$ cat src/rtl/keccak_pkg.sv
// Shared types and helpers for the Keccak sponge controller.
package keccak_pkg;

  localparam int unsigned KECCAK_ROUNDS = 24;
  localparam int unsigned ROUND_IDX_W   = 5;
  localparam int unsigned LANE_CNT_W    = 5;

  typedef enum logic [1:0] {
    MODE_SHAKE128 = 2'd0,
    MODE_SHAKE256 = 2'd1,
    MODE_SHA3_256 = 2'd2,
    MODE_SHA3_512 = 2'd3
  } mode_t;

  typedef enum logic [2:0] {
    ST_RESET       = 3'd0,
    ST_WAIT_ABSORB = 3'd1,
    ST_XOR         = 3'd2,
    ST_PERMUTE     = 3'd3,
    ST_DUMP        = 3'd4,
    ST_SQUEEZE     = 3'd5
  } ctrl_state_t;

  // Rate of each mode in 64-bit lanes.
  function automatic logic [LANE_CNT_W-1:0] rate_lanes_f(input mode_t mode);
    logic [LANE_CNT_W-1:0] lanes;
    case (mode)
      MODE_SHAKE128: lanes = LANE_CNT_W'(21);
      MODE_SHAKE256: lanes = LANE_CNT_W'(17);
      MODE_SHA3_256: lanes = LANE_CNT_W'(17);
      MODE_SHA3_512: lanes = LANE_CNT_W'(9);
      default:       lanes = LANE_CNT_W'(21);
    endcase
    return lanes;
  endfunction

  function automatic logic is_sha3_f(input mode_t mode);
    return (mode == MODE_SHA3_256) || (mode == MODE_SHA3_512);
  endfunction

endpackage

$ cat src/rtl/keccak_round_counter.sv
// Round index generator: steps by ROUNDS_PER_CYCLE while enabled, wraps to 0 after the last step.
module keccak_round_counter
  import keccak_pkg::*;
#(
  parameter int unsigned ROUNDS_PER_CYCLE = 1
) (
  input  logic                   clk,
  input  logic                   rst,
  input  logic                   en_i,
  output logic [ROUND_IDX_W-1:0] round_idx_o,
  output logic                   round_done_o
);

  localparam int unsigned LAST_IDX = KECCAK_ROUNDS - ROUNDS_PER_CYCLE;

  logic [ROUND_IDX_W-1:0] idx_q, idx_d;

  assign round_done_o = (idx_q == ROUND_IDX_W'(LAST_IDX));
  assign round_idx_o  = idx_q;

  always_comb begin
    idx_d = idx_q;
    if (en_i) begin
      idx_d = round_done_o ? '0 : idx_q + ROUND_IDX_W'(ROUNDS_PER_CYCLE);
    end
  end

  always_ff @(posedge clk or posedge rst) begin
    if (rst) idx_q <= '0;
    else     idx_q <= idx_d;
  end

endmodule

$ cat src/rtl/keccak_sponge_ctrl.sv
// Sponge controller sequencing absorb, permute and squeeze for the Keccak datapath.
// Optional KECCAK_CTRL_PERF_EN adds permutation and stall counters.
module keccak_sponge_ctrl
  import keccak_pkg::*;
#(
  parameter int unsigned ROUNDS_PER_CYCLE = 1,
  parameter int unsigned OUT_CNT_W        = 16
) (
  input  logic                   clk,
  input  logic                   rst,
  input  mode_t                  cfg_mode,
  input  logic [OUT_CNT_W-1:0]   cfg_out_blocks,
  input  logic                   input_buffer_ready,
  input  logic                   last_block_in_input_buffer,
  output logic                   input_buffer_ready_clr,
  output logic                   last_block_in_buffer_clr,
  input  logic                   output_buffer_available,
  output logic                   output_buffer_available_clr,
  output logic                   output_buffer_we,
  output logic                   last_output_block_wr,
  output logic                   state_reset,
  output logic                   absorb_enable,
  output logic                   round_en,
  output logic [ROUND_IDX_W-1:0] round_idx,
  output logic                   copy_control_data,
  output logic [LANE_CNT_W-1:0]  rate_lanes,
  output logic                   busy
`ifdef KECCAK_CTRL_PERF_EN
  ,
  output logic [31:0]            perf_perm_cnt,
  output logic [31:0]            perf_stall_cnt
`endif
);

  ctrl_state_t            state_q, state_d;
  logic                   last_q, last_d;
  logic                   fresh_q, fresh_d;
  logic                   open_q, open_d;
  logic [OUT_CNT_W-1:0]   blk_cnt_q, blk_cnt_d;
  logic [OUT_CNT_W-1:0]   out_blocks_q;
  mode_t                  mode_q;
  logic                   round_done;
  logic                   final_blk;

  keccak_round_counter #(
    .ROUNDS_PER_CYCLE(ROUNDS_PER_CYCLE)
  ) u_round_counter (
    .clk         (clk),
    .rst         (rst),
    .en_i        (round_en),
    .round_idx_o (round_idx),
    .round_done_o(round_done)
  );

  assign final_blk                   = (blk_cnt_q == out_blocks_q);
  assign rate_lanes                  = rate_lanes_f(mode_q);
  assign output_buffer_available_clr = output_buffer_we;

  // Next state and datapath strobes; fresh_q marks an XOR that starts a chained message.
  always_comb begin
    state_d   = state_q;
    last_d    = last_q;
    fresh_d   = fresh_q;
    open_d    = open_q;
    blk_cnt_d = blk_cnt_q;

    state_reset              = 1'b0;
    absorb_enable            = 1'b0;
    round_en                 = 1'b0;
    input_buffer_ready_clr   = 1'b0;
    last_block_in_buffer_clr = 1'b0;
    output_buffer_we         = 1'b0;
    last_output_block_wr     = 1'b0;
    copy_control_data        = 1'b0;
    busy                     = 1'b1;

    case (state_q)
      ST_RESET: begin
        state_reset              = 1'b1;
        input_buffer_ready_clr   = 1'b1;
        last_block_in_buffer_clr = 1'b1;
        state_d                  = ST_WAIT_ABSORB;
      end
      ST_WAIT_ABSORB: begin
        busy = 1'b0;
        if (input_buffer_ready) begin
          copy_control_data = !open_q;
          open_d            = 1'b1;
          state_d           = ST_XOR;
        end
      end
      ST_XOR: begin
        absorb_enable            = 1'b1;
        input_buffer_ready_clr   = 1'b1;
        last_block_in_buffer_clr = last_block_in_input_buffer;
        last_d                   = last_block_in_input_buffer;
        state_reset              = fresh_q;
        copy_control_data        = fresh_q;
        fresh_d                  = 1'b0;
        open_d                   = 1'b1;
        state_d                  = ST_PERMUTE;
      end
      ST_PERMUTE: begin
        round_en = 1'b1;
        if (round_done) begin
          if (last_q)                  state_d = ST_DUMP;
          else if (input_buffer_ready) state_d = ST_XOR;
          else                         state_d = ST_WAIT_ABSORB;
        end
      end
      ST_DUMP: begin
        output_buffer_we     = output_buffer_available;
        last_output_block_wr = output_buffer_available && final_blk;
        if (output_buffer_available) begin
          if (final_blk) begin
            state_reset = 1'b1;
            blk_cnt_d   = '0;
            last_d      = 1'b0;
            open_d      = 1'b0;
            if (input_buffer_ready) begin
              fresh_d = 1'b1;
              state_d = ST_XOR;
            end else begin
              state_d = ST_WAIT_ABSORB;
            end
          end else begin
            blk_cnt_d = blk_cnt_q + OUT_CNT_W'(1);
            state_d   = ST_SQUEEZE;
          end
        end
      end
      ST_SQUEEZE: begin
        round_en = 1'b1;
        if (round_done) state_d = ST_DUMP;
      end
      default: state_d = ST_RESET;
    endcase

    // Reset silences every strobe immediately, before the clock sees it.
    if (rst) begin
      state_reset              = 1'b0;
      absorb_enable            = 1'b0;
      round_en                 = 1'b0;
      input_buffer_ready_clr   = 1'b0;
      last_block_in_buffer_clr = 1'b0;
      output_buffer_we         = 1'b0;
      last_output_block_wr     = 1'b0;
      copy_control_data        = 1'b0;
      busy                     = 1'b0;
    end
  end

  always_ff @(posedge clk or posedge rst) begin
    if (rst) begin
      state_q   <= ST_RESET;
      last_q    <= 1'b0;
      fresh_q   <= 1'b0;
      open_q    <= 1'b0;
      blk_cnt_q <= '0;
    end else begin
      state_q   <= state_d;
      last_q    <= last_d;
      fresh_q   <= fresh_d;
      open_q    <= open_d;
      blk_cnt_q <= blk_cnt_d;
    end
  end

  // Message configuration; SHA3 digests are always a single block.
  always_ff @(posedge clk or posedge rst) begin
    if (rst) begin
      mode_q       <= MODE_SHAKE128;
      out_blocks_q <= '0;
    end else if (copy_control_data) begin
      mode_q       <= cfg_mode;
      out_blocks_q <= is_sha3_f(cfg_mode) ? '0 : cfg_out_blocks;
    end
  end

`ifdef KECCAK_CTRL_PERF_EN
  logic perm_evt;
  logic stall_evt;

  assign perm_evt  = round_en && round_done;
  assign stall_evt = ((state_q == ST_DUMP) && !output_buffer_available) ||
                     ((state_q == ST_WAIT_ABSORB) && open_q);

  always_ff @(posedge clk or posedge rst) begin
    if (rst) begin
      perf_perm_cnt  <= '0;
      perf_stall_cnt <= '0;
    end else begin
      if (perm_evt && (perf_perm_cnt != '1))   perf_perm_cnt  <= perf_perm_cnt + 32'd1;
      if (stall_evt && (perf_stall_cnt != '1)) perf_stall_cnt <= perf_stall_cnt + 32'd1;
    end
  end
`endif

endmodule

$ cat config.mk
export PLATFORM = sky130hd
export DESIGN_NAME = keccak_sponge_ctrl
export DESIGN_NICKNAME = d
export VERILOG_FILES = /design/src/rtl/keccak_pkg.sv /design/src/rtl/keccak_round_counter.sv /design/src/rtl/keccak_sponge_ctrl.sv
export SDC_FILE = /design/constraint.sdc
export NUM_CORES = 1
export LEC_CHECK = 0
export ABC_AREA = 1
export BUFFER_PORTS_ARGS = -buffer_cell sky130_fd_sc_hd__buf_2
export CORE_MARGIN = 3
export CORE_UTILIZATION = 30
export DETAILED_ROUTE_END_ITERATION = 8
export PLACE_DENSITY = 0.56
export REMOVE_ABC_BUFFERS = 1
export SLEW_MARGIN = 40
export SYNTH_ARGS = -nofsm -noshare
export SYNTH_HDL_FRONTEND = slang
export SYNTH_HIERARCHICAL = 1
export SYNTH_SLANG_ARGS = --single-unit
export TNS_END_PERCENT = 10
$ cat constraint.sdc
create_clock -name clk -period 5.4 [get_ports clk]
set_input_delay 0.81 -clock clk [delete_from_list [all_inputs] [get_ports clk]]
set_output_delay 0.81 -clock clk [all_outputs]
set_load 0.02 [all_outputs]
After elaboration in Yosys (flattened, before gate mapping)
Index checks and enable logic that the tools add are counted.
{"block": "totals", "ram_bits": 0, "latchBits": 0, "input_bits": 23, "out_inout_bits": 20, "memories": 0, "elab_cells": 84, "ff_bits": 45, "romBits": 0}
{"block": "classes", "addsub": 2, "shift": 0, "div_mod_pow": 0, "multipliers": 0, "n_eq_ne": 18, "n_lt_le_gt_ge": 0, "n_reduce_logical": 15, "n_mux": 41, "bitwise_logic": 0}
{"operator": "16-bit two-way mux", "count": 2}
{"operator": "1-bit two-way mux", "count": 23}
{"operator": "3-bit two-way mux", "count": 6}
{"operator": "3-bit case mux with 6 select lines", "count": 1}
{"operator": "16-bit by 1-bit adder with 16-bit output (second input constant)", "count": 1}
{"operator": "16-bit equality test", "count": 1}
{"operator": "5-bit case mux with 3 select lines", "count": 1}
{"operator": "4-bit AND reduction", "count": 3}
{"operator": "2-bit equality test (second input constant)", "count": 4}
{"operator": "2-bit inequality test (second input constant)", "count": 4}
{"operator": "1-bit case mux with 2 select lines", "count": 4}
{"operator": "3-bit by 2-bit equality test with 1-bit output (second input constant)", "count": 2}
{"operator": "3-bit equality test (second input constant)", "count": 2}
{"operator": "1-bit case mux with 3 select lines", "count": 2}
{"operator": "2-bit OR reduction", "count": 3}
{"operator": "5-bit by 1-bit adder with 5-bit output (second input constant)", "count": 1}
{"operator": "5-bit equality test (second input constant)", "count": 1}
{"operator": "5-bit two-way mux", "count": 1}
{"operator": "2-bit by 1-bit inequality test with 1-bit output (second input constant)", "count": 2}
{"operator": "3-bit by 1-bit equality test with 1-bit output (second input constant)", "count": 1}
{"operator": "3-bit logical NOT", "count": 1}
{"operator": "3-bit AND reduction", "count": 1}
{"operator": "3-bit nonzero test", "count": 1}
{"operator": "2-bit by 1-bit equality test with 1-bit output (second input constant)", "count": 1}
{"operator": "7 further kinds", "count": 7}

Longest topological paths before layout
{"block": "logic_depth", "ltp_word": 5, "mapped_depth": 12, "mapped_depth_nobuf": 11}

Hierarchy
The synthesis kept the hierarchy.
{"mod": "keccak_sponge_ctrl", "n_inst": 1, "seq_area_each_um2": 1001.0, "cells_per_inst": 342, "area_per_inst_um2": 2396.0}
{"mod": "keccak_round_counter", "n_inst": 1, "seq_area_each_um2": 125.1, "cells_per_inst": 33, "area_per_inst_um2": 262.8}

Worst setup path after synthesis
No wires, ideal clock.
{"block": "synth_timing", "kind": "input-to-output", "startpoint": "in rst", "endpoint": "out copy_control_data", "stages": 4, "setup_slack_ps": 2229, "arrival_ps": 2361, "path_buffers": 1, "required_ps": 4590, "cell_sequence": "inv_1 -> nand4_1 -> nand2_4 -> buf_4"}
{"block": "synth_between", "elab_chain_len": 1}
{"item": "from (decl)", "line_no": "keccak_sponge_ctrl.sv:10", "rtl": "input logic rst,"}
{"item": "1-bit two-way mux", "line_no": "keccak_sponge_ctrl.sv:140", "rtl": "if (rst) begin"}
{"item": "to (decl)", "line_no": "keccak_sponge_ctrl.sv:25", "rtl": "output logic copy_control_data,"}
Every way passes these cells.

Final worst setup path
Ends and elaborated chain as after synthesis.

==> impl_metrics.yaml <==
power:
  power_frac_seq_pct: 42.0
  pwr_density_cell_mw_per_mm2: 396
  p_switching_w: 0.000507
  power_frac_comb_pct: 38.7
  ir_drop_mv: 0.208
  power.internal_w: 0.000695
  swShare_pct: 42.2
  p_clk_share_pct: 19.3
  leakagePower_nw: 1.65
clock_network:
  cts_made_buffers: 5
  cts_tree: "yes"
  cts_resized: 0
  root_buffer: "clkbuf_8"
  numClockSinks: 45
  postCtsSetupBuffers: 0
  cts_hold_buffers: 0
  ctsLongestPathBuffers: 2
  htree_levels: 2
  clock_latency_ns: 0.30
  clkSlewWorstSetupHoldPaths_ns: 0.08
yosys:
  synth_compound_area_share_pct: 8.05
  ys_seq_elements: 45
  postSynthAreaPerCell_um2: 7.09
  synth_xor_area_share_pct: 0.988
  synth.area.mux_share_pct: 0.424
  synth_top_family_by_area: "simple AND/OR/NAND/NOR gates"
  seq_area_frac_synth_pct: 42.4
  yosys.area_share.simple_pct: 35.4
  synthesis.area_mm2: 0.00266
  synthAdderAreaFrac_pct: 0.941
  yosysWarnings: 6
  synth_cells: 375
  synth_cell_types: 32
placed_design:
  port_buffers: 40
  place_area_mm2: 0.00294
  dpl.hpwl_um: 4370
  gp_congestion: 0.776
timing:
  slew_viol_final: 0
  clock_skew_ns: 0.00526
  rsz0062_at_grt: "false"
  setup_tns_ns: 0
  fin_crit_ns: 3.03
  tightest_slew_ns: 0.575
  finalSetupViolations: 0
  max_slew_margin_pct: 61.6
  hold_violations: 0
  period_share_pct: 56.2
  max_freq_ghz: 0.330
layout:
  regArea_mm2: 0.00113
  final_cell_mix: "120 x nand2_1, 59 x inv_1, 45 x dfrtp_1"
  final_common_cell: "nand2_1"
  final_cell_area_mm2: 0.00304
  final_nets: 441
  multi_input_area_mm2: 0.00122
  drive_above_1_share_pct: 18.9
  diodes: 0
  syn_to_final_growth_pct: 14.3
  n_fill_cell: 931
worst_setup_path:
  worstPathRequired_ns: 4.59
  crit_type: "input pin to primary output"
  critPathArrivalTime_ns: 2.22
  endpoint_kind: "primary output"
  ff2ff_setup_slack_ns: 3.33
  cp_max_fo: 42
  crit_path_start_kind: "input pin"
global_route:
  grtUsageTotal_pct: 12.5
  grt_pass1_vias: 2243
  overflow: 0
  grt_pass1_wl_um: 10200
  grt_max_degree: 43
  antenna_found_initial: 0
floorplanning:
  core_area_mm2: 0.00842
  num_io_pins: 43
  start_util_pct: 31.6
  die_x_um: 100
  chipHeight_um: 100
  fp-row-count: 33
  die-area_mm2: 0.0100
detailed_routing:
  wl_um: 5800
  drtAntennaViolNets: 0
  firstDrtPassIters: 4
  drcViolationCount: 0
  wire_per_inst_um: 11.1
  drt_iter0_markers: 97
  via_per_inst: 4.45
  vias: 2325
outcome:
  status: "completed"
flow_run:
  max_cap_violations: 0
hold_path:
  hp-class: "input pin to asynchronous set/reset pin"
sequential cells by signal, indices dropped and copies added (netlist names):
register	flops
blk_cnt_q	16
u_round_counter/round_idx_o	5
last_q	1
mode_q	2
state_q	3
out_blocks_q	16
fresh_q	1
open_q	1
cells in the mapped netlist, drive strengths merged:
cell,count,area [µm²]
a21oi,7,35.0
buf,7,61.3
conb,2,7.51
dfrtp,45,1130
ha,2,25.0
inv,65,246
mux2,1,11.3
nand2,124,480
nand3,21,105
nand4,5,31.3
nor2,49,238
nor3,11,60.1
nor3b,1,7.51
o21ai,28,170
o32ai,1,8.76
or2,3,18.8
xnor2,1,8.76
xor2,2,17.5
routing by layer:
layer | GRT usage (%) | vias up | part of all wire (%)
met5 | 0 | - | 0
met4 | 2.80 | 0 | 0.95
met3 | 3.41 | 5 | 3.8
met2 | 20.2 | 31 | 47
met1 | 16.7 | 1062 | 49
li1 | - | 1227 | -
cell type report:
type                    instances  share of cell area [%]
multi-input cells             258                    40.3
repair buffers                 41                    6.84
inverters                      65                    8.11
well taps                     105                    4.32
flip-flops and latches         45                    37.1
clock inverters                 1                   0.165
clock buffers                   7                    3.17
logic make-up after synthesis:
| kind of cell | after synthesis |
|---|---|
| AOI/OAI and AO/OA | 36 |
| xor gates and xnor gates | 3 |
| adders and majority gates | 2 |
| buffers and inverters | 72 |
| DFF | 45 |
| muxes | 1 |
| other | 2 |
| and+or+nand+nor | 214 |
worst paths after layout:
kind | end | depth (start not counted) | start
setup / recovery | copy_control_data | 6 | rst
hold / removal | u_round_counter/round_idx_o[4]$_DFFE_PP0P_ | 2 | rst
setup reg to reg | last_q$_DFFE_PP0P_ | 8 | state_q[1]$_DFFE_PP0P_
hold reg to reg | mode_q[0]$_DFFE_PP0P_ | 2 | mode_q[0]$_DFFE_PP0P_
max in group asynchronous | state_q[0]$_DFFE_PP0P_ | 3 | rst
min in group clk | mode_q[0]$_DFFE_PP0P_ | 2 | mode_q[0]$_DFFE_PP0P_
power groups by stage:
stage	registers, W	clock network, W	logic (W)
2_1_floorplan	0.000511	0	0.000339
3_3_place_gp	0.000509	0	0.000463
3_5_place_dp	0.000510	0	0.000468
4_1_cts	0.000505	0.000241	0.000471
5_1_grt	0.000521	0.000254	0.000541
6_report	0.000504	0.000232	0.000465
stage by stage:
step                      setup WS, ns  utilization (%)  power (W)  instances  hold slack, ns
after floorplan                   2.35                -   0.000849        368           0.464
after global placement            2.30             34.9   0.000972        514           0.489
after detailed placement          2.28             34.9   0.000978        514           0.489
after CTS                         2.29             36.1    0.00122        522           0.477
after global routing              2.18             36.1    0.00132        522           0.502
final                             2.37             36.1    0.00120        522           0.473
worst max-delay path, cell delays in order:
cell     delay [ns]
buf_2          0.15
inv_1          0.06
buf_4          0.44
nand4_1        0.22
nand2_4        0.30
buf_2          0.23
Note: power is estimated with default switching activity, not from simulation.
